--- config.mk ---
export PLATFORM = sky130hd
export DESIGN_NAME = clk_en_gen
export DESIGN_NICKNAME = d
export VERILOG_FILES = /design/src/rtl/clk_en_gen.sv
export SDC_FILE = /design/constraint.sdc
export NUM_CORES = 1
export LEC_CHECK = 0
export ABC_AREA = 0
export BUFFER_PORTS_ARGS = -buffer_cell sky130_fd_sc_hd__clkbuf_2
export CORE_ASPECT_RATIO = 0.9
export CORE_MARGIN = 2
export CORE_UTILIZATION = 45
export CTS_BUF_LIST = sky130_fd_sc_hd__clkbuf_8
export DETAILED_ROUTE_END_ITERATION = 8
export PLACE_DENSITY = 0.63
export SLEW_MARGIN = 10
export SYNTH_ARGS = -nofsm -noshare
export SYNTH_HDL_FRONTEND = slang
export SYNTH_SLANG_ARGS = --single-unit
--- constraint.sdc ---
create_clock -name clk -period 4 [get_ports clk]
set_input_delay 0.2 -clock clk [delete_from_list [all_inputs] [get_ports clk]]
set_output_delay 0.2 -clock clk [all_outputs]
set_load 0.1 [all_outputs]
--- src/rtl/clk_en_gen.sv ---
// clk_en_gen: holds the design in reset until PLL lock is stable, then emits phase-aligned clock enables.
// Optional feature macro CLK_EN_GEN_LOSS_EN: lock loss in RUN returns to reset and sets sticky lock_lost.
module clk_en_gen #(
  parameter int                     CHANNELS    = 2,
  parameter logic [16*CHANNELS-1:0] DIVS        = {16'd2, 16'd16},
  parameter int                     LOCK_CYCLES = 1024
) (
  input  logic                clk,
  input  logic                rst,
  input  logic                lock,
  output logic                rst_out,
  output logic                ready,
  output logic [CHANNELS-1:0] ce,
  output logic                lock_lost
);

  localparam int CW = $clog2(LOCK_CYCLES + 1);
  localparam logic [CW-1:0] CNT_LAST = CW'(LOCK_CYCLES - 1);

  // Illegal configurations reference a module that does not exist, so elaboration stops.
  if (CHANNELS < 1 || CHANNELS > 8 || LOCK_CYCLES < 1) begin : g_bad_cfg
    unsupported_clk_en_config u_unsupported ();
  end else begin : g_div_chk
    for (genvar g = 0; g < CHANNELS; g++) begin : g_div
      if (DIVS[16*g +: 16] == 16'd0) begin : g_bad_div
        unsupported_clk_en_config u_unsupported ();
      end
    end
  end

  typedef enum logic [1:0] {
    S_RESET,
    S_WAIT_LOCK,
    S_STABLE,
    S_RUN
  } state_e;

  state_e              state_q, state_d;
  logic [CW-1:0]       cnt_q, cnt_d;
  logic                sync1_q, lock_s_q;
  logic                rst_out_q, rst_out_d;
  logic                ready_q, ready_d;
  logic [CHANNELS-1:0] ce_q, ce_d;
  logic [15:0]         dcnt_q [CHANNELS];
  logic [15:0]         dcnt_d [CHANNELS];

  always_ff @(posedge clk) begin
    if (rst) begin
      state_q   <= S_RESET;
      cnt_q     <= '0;
      sync1_q   <= 1'b0;
      lock_s_q  <= 1'b0;
      rst_out_q <= 1'b1;
      ready_q   <= 1'b0;
      ce_q      <= '0;
      for (int i = 0; i < CHANNELS; i++) dcnt_q[i] <= '0;
    end else begin
      state_q   <= state_d;
      cnt_q     <= cnt_d;
      sync1_q   <= lock;
      lock_s_q  <= sync1_q;
      rst_out_q <= rst_out_d;
      ready_q   <= ready_d;
      ce_q      <= ce_d;
      for (int i = 0; i < CHANNELS; i++) dcnt_q[i] <= dcnt_d[i];
    end
  end

  // Any synchronised low while counting restarts the whole stability window.
  always_comb begin
    state_d = state_q;
    cnt_d   = cnt_q;
    case (state_q)
      S_RESET: begin
        state_d = S_WAIT_LOCK;
        cnt_d   = '0;
      end
      S_WAIT_LOCK: begin
        if (lock_s_q) begin
          state_d = S_STABLE;
          cnt_d   = '0;
        end
      end
      S_STABLE: begin
        if (!lock_s_q) begin
          state_d = S_WAIT_LOCK;
          cnt_d   = '0;
        end else if (cnt_q == CNT_LAST) begin
          state_d = S_RUN;
        end else begin
          cnt_d = cnt_q + 1'b1;
        end
      end
      S_RUN: begin
`ifdef CLK_EN_GEN_LOSS_EN
        if (!lock_s_q) begin
          state_d = S_WAIT_LOCK;
          cnt_d   = '0;
        end
`endif
      end
      default: begin
        state_d = S_RESET;
        cnt_d   = '0;
      end
    endcase
  end

  // Outputs are registered from the next state so they change on the same edge as the state.
  always_comb begin
    rst_out_d = (state_d != S_RUN);
    ready_d   = (state_d == S_RUN);
    ce_d      = '0;
    for (int i = 0; i < CHANNELS; i++) begin
      dcnt_d[i] = '0;
      if (state_q == S_RUN && state_d == S_RUN) begin
        if (dcnt_q[i] == DIVS[16*i +: 16] - 16'd1) dcnt_d[i] = '0;
        else dcnt_d[i] = dcnt_q[i] + 16'd1;
      end
      ce_d[i] = (state_d == S_RUN) && (dcnt_d[i] == DIVS[16*i +: 16] - 16'd1);
    end
  end

`ifdef CLK_EN_GEN_LOSS_EN
  logic lock_lost_q;

  always_ff @(posedge clk) begin
    if (rst) lock_lost_q <= 1'b0;
    else if (state_q == S_RUN && !lock_s_q) lock_lost_q <= 1'b1;
  end

  assign lock_lost = lock_lost_q;
`else
  assign lock_lost = 1'b0;
`endif

  assign rst_out = rst_out_q;
  assign ready   = ready_q;
  assign ce      = ce_q;

endmodule
==> impl_metrics.json <==
{
  "post_cts_buffers": 0,
  "remaining_drc_errors": 0,
  "antenna_found_initial": 0,
  "die_y_um": 74.85,
  "rsz0062_at_grt": "false",
  "grt_pass1_wl_um": 8073,
  "clk_pin_slew_ps": 100,
  "synth_cell_types": 47,
  "routed_wl_um": 4778,
  "dp_hpwl_um": 3422,
  "crit_path_end_kind": "flop",
  "cp.arrival_ps": 2510,
  "outcome": "completed",
  "synthCells": 305,
  "finalClockSkew_ps": 13.50,
  "total_leakage_power_uw": 0.0008914,
  "syn-num-nets": 312,
  "synth.avg_cell_area_um2": 8.229,
  "drive_gt1_share_pct": 8.170,
  "rows": 25,
  "power.density_mw_per_mm2": 335.5,
  "crit_path_top_delay_cell": "nor3_1",
  "cap_viol_max_count": 0,
  "slew_headroom_pct": 51.06,
  "synth-seq-cells": 51,
  "cp_max_fo": 7,
  "dp_slack_ps": 1734,
  "fin_ws_ps": 1720,
  "cp_num_buf_inv": 0,
  "wl_per_cell_um": 12.81,
  "hp-class": "in -> reg",
  "drv_slew": 0,
  "post-route-period-util_pct": 57.01,
  "ir_worst_vdd_mv": 0.2443,
  "cp_top_family": "simple AND/OR/NAND/NOR gates",
  "cts-resized-gates": 0,
  "crit_chain": "ha_1 -> nand3_1 -> nor2_1 -> a41oi_1 -> nor3_1 -> o21ai_0 -> o31ai_1",
  "grt_pass1_vias": 1811,
  "path_class": "reg -> reg",
  "max_freq_mhz": 438.6,
  "hold_buffers": 0,
  "ys_warn_count": 0,
  "htree_levels": 2,
  "pwr-share-comb_pct": 2.0,
  "drt-pass1-iter-count": 6,
  "initial_core_util_pct": 47.20,
  "p_int_uw": 703.5,
  "nets": 312,
  "cts_root_buf": "clkbuf_8",
  "vias": 2021,
  "clockBufferDepth": 2,
  "final.setup.tns_ps": 0,
  "clkPwrFrac_pct": 41.0,
  "drtAntennaViolNets": 0,
  "p_sw_uw": 195.3,
  "syn2layout_area_growth_pct": 6.730,
  "io_buffers": 6,
  "coreArea_mm2": 0.005318,
  "num_io_pins": 8,
  "period_needed_ps": 2280,
  "setup_viol": 0,
  "overflow": 0,
  "numCtsBuffers": 5,
  "die_area_mm2": 0.006192,
  "antenna_cells": 0,
  "die-width_um": 82.72,
  "drtIter0Drc": 66,
  "grt_max_degree": 18,
  "grt_usage_pct": 16.84,
  "insertion_delay_ps": 310,
  "final_hold_viol_count": 0,
  "max_stage_delay_ps": 650,
  "ys_seq_area_share_pct": 40.68,
  "netSwitchingFraction_pct": 21.73,
  "viasPerCell": 5.418,
  "worstMarginPinSlew_ps": 728.5,
  "startpoint_type": "flop",
  "power_frac_seq_pct": 56.9,
  "post-route-util_pct": 50.38,
  "gp_congestion": 0.8114,
  "clock_sinks": 51,
  "synth_top_area_share_pct": 40.68,
  "yosysTopAreaCell": "dfxtp_1",
  "crit_required_ps": 4230,
  "cts_tree": "done",
  "synthesis.area_mm2": 0.002510,
  "yosys-top-cells-area": "dfxtp_1 41%, nor2_1 7.8%, xor2_1 6.6%, xnor2_1 4.5%, nand3_1 4.2%"
}
## cells in the mapped netlist, drive strengths merged
master / instances
o22ai: 1
conb: 1
or2: 2
a21oi: 9
nand3: 23
and2: 2
o31ai: 3
buf: 6
nor4: 7
o21ai: 12
ha: 4
mux2: 1
dfxtp: 51
a2111oi: 1
o211ai: 1
a221oi: 1
xor2: 19
and4: 3
nand2b: 4
or4: 1
xnor2: 13
a22o: 1
mux2i: 1
a311o: 1
inv: 7
a31o: 1
nor3: 11
and3: 7
o2111ai: 1
nor2: 52
a41oi: 2
nand2: 25
a31oi: 3
o21bai: 1
nor4b: 1
or4b: 1
clkbuf: 7
a211oi: 1
nor2b: 2
o21a: 1
nand4: 8
nor3b: 2
or3: 4
## final cells by class
| class | instances | area [um2] |
|---|---|---|
| clock buffers | 5 | 68.82 |
| clock inverters | 3 | 47.55 |
| fillers | 525 | 2639 |
| inverters | 7 | 26.28 |
| multi-input cells | 234 | 1401 |
| flip-flops and latches | 51 | 1021 |
| well taps | 67 | 83.83 |
| repair buffers | 6 | 30.03 |
## cell usage in the layout (no fill, tap or decap), types with 2 or more instances in the layout
cell      synthesis  layout
a21oi_1           9       9
a31oi_1           3       3
a41oi_1           2       2
and2_1            2       2
and3_1            7       7
and4_1            3       3
clkbuf_2          0       6
clkbuf_8          0       5
dfxtp_1          51      51
ha_1              4       4
inv_1             7       7
nand2_1          25      25
nand2b_1          4       4
nand3_1          21      21
nand3_2           2       2
nand4_1           7       7
nor2_1           52      52
nor2b_1           2       2
nor3_1           11      11
nor3b_1           2       2
nor4_1            7       7
o21ai_0          12      12
o31ai_1           3       3
or2_2             2       2
or3_1             3       3
xnor2_1          13      13
xor2_1           19      19
## metal layers
metal  up-vias  share of wire [%]  global-route usage (%)
li1       1061                  -                       -
met1       917                 52                   22.35
met2        38                 44                   27.51
met3         5                3.2                   3.597
met4         0               0.86                   5.464
met5         -                  0                       0
## cells by family (layout without fill, tap and decap cells)
group | count (synthesis) | in the layout | synth area share, %
and+or+nand+nor | 155 | 155 | 30.86
DFF | 51 | 51 | 40.68
AOI/OAI and AO/OA | 40 | 40 | 10.67
xor gates and xnor gates | 32 | 32 | 11.17
buffers and inverters | 20 | 21 | 3.490
adders and majority gates | 4 | 4 | 1.994
muxes | 2 | 2 | 0.9968
other | 1 | 1 | 0.1494
## flip-flops by register name, indices dropped and copies added (netlist names)
register  flops
dcnt_q       32
cnt_q        11
ce            2
state_q       2
lock_s_q      1
ready         1
rst_out       1
sync1_q       1
## final timing paths
kind	startpoint	endpoint	slack, ps	cells after the start
setup / recovery	cnt_q[0]$_SDFFE_PP0P_	cnt_q[9]$_SDFFE_PP0P_	1720	7
hold / removal	lock	sync1_q$_SDFF_PP0_	110	2
setup reg to reg	cnt_q[0]$_SDFFE_PP0P_	cnt_q[9]$_SDFFE_PP0P_	1720	7
hold reg to reg	sync1_q$_SDFF_PP0_	lock_s_q$_SDFF_PP0_	460	1
## power by group through the flow
stage	Clock (uW)	Sequential (uW)	Combinational [uW]
after CTS	381	512	18.5
after global placement	0	524	18.2
after global routing	400	513	20.2
final	369	512	18.3
after floorplan	0	525	13.7
after detailed placement	0	524	18.5
## per-stage QoR
| stage | hold WS, ps | cell area (um2) | power [uW] | instances |
|---|---|---|---|---|
| 4_1_cts | 94.32 | 2679 | 911.1 | 373 |
| 3_3_place_gp | 426.9 | 2562 | 542.0 | 365 |
| 6_report | 106.3 | 2679 | 898.8 | 373 |
| 5_1_grt | 112.6 | 2679 | 932.9 | 373 |
| 3_5_place_dp | 428.4 | 2562 | 542.3 | 365 |
| 2_1_floorplan | 328.2 | 2510 | 538.7 | 305 |
(Power assumes the default switching activity.)
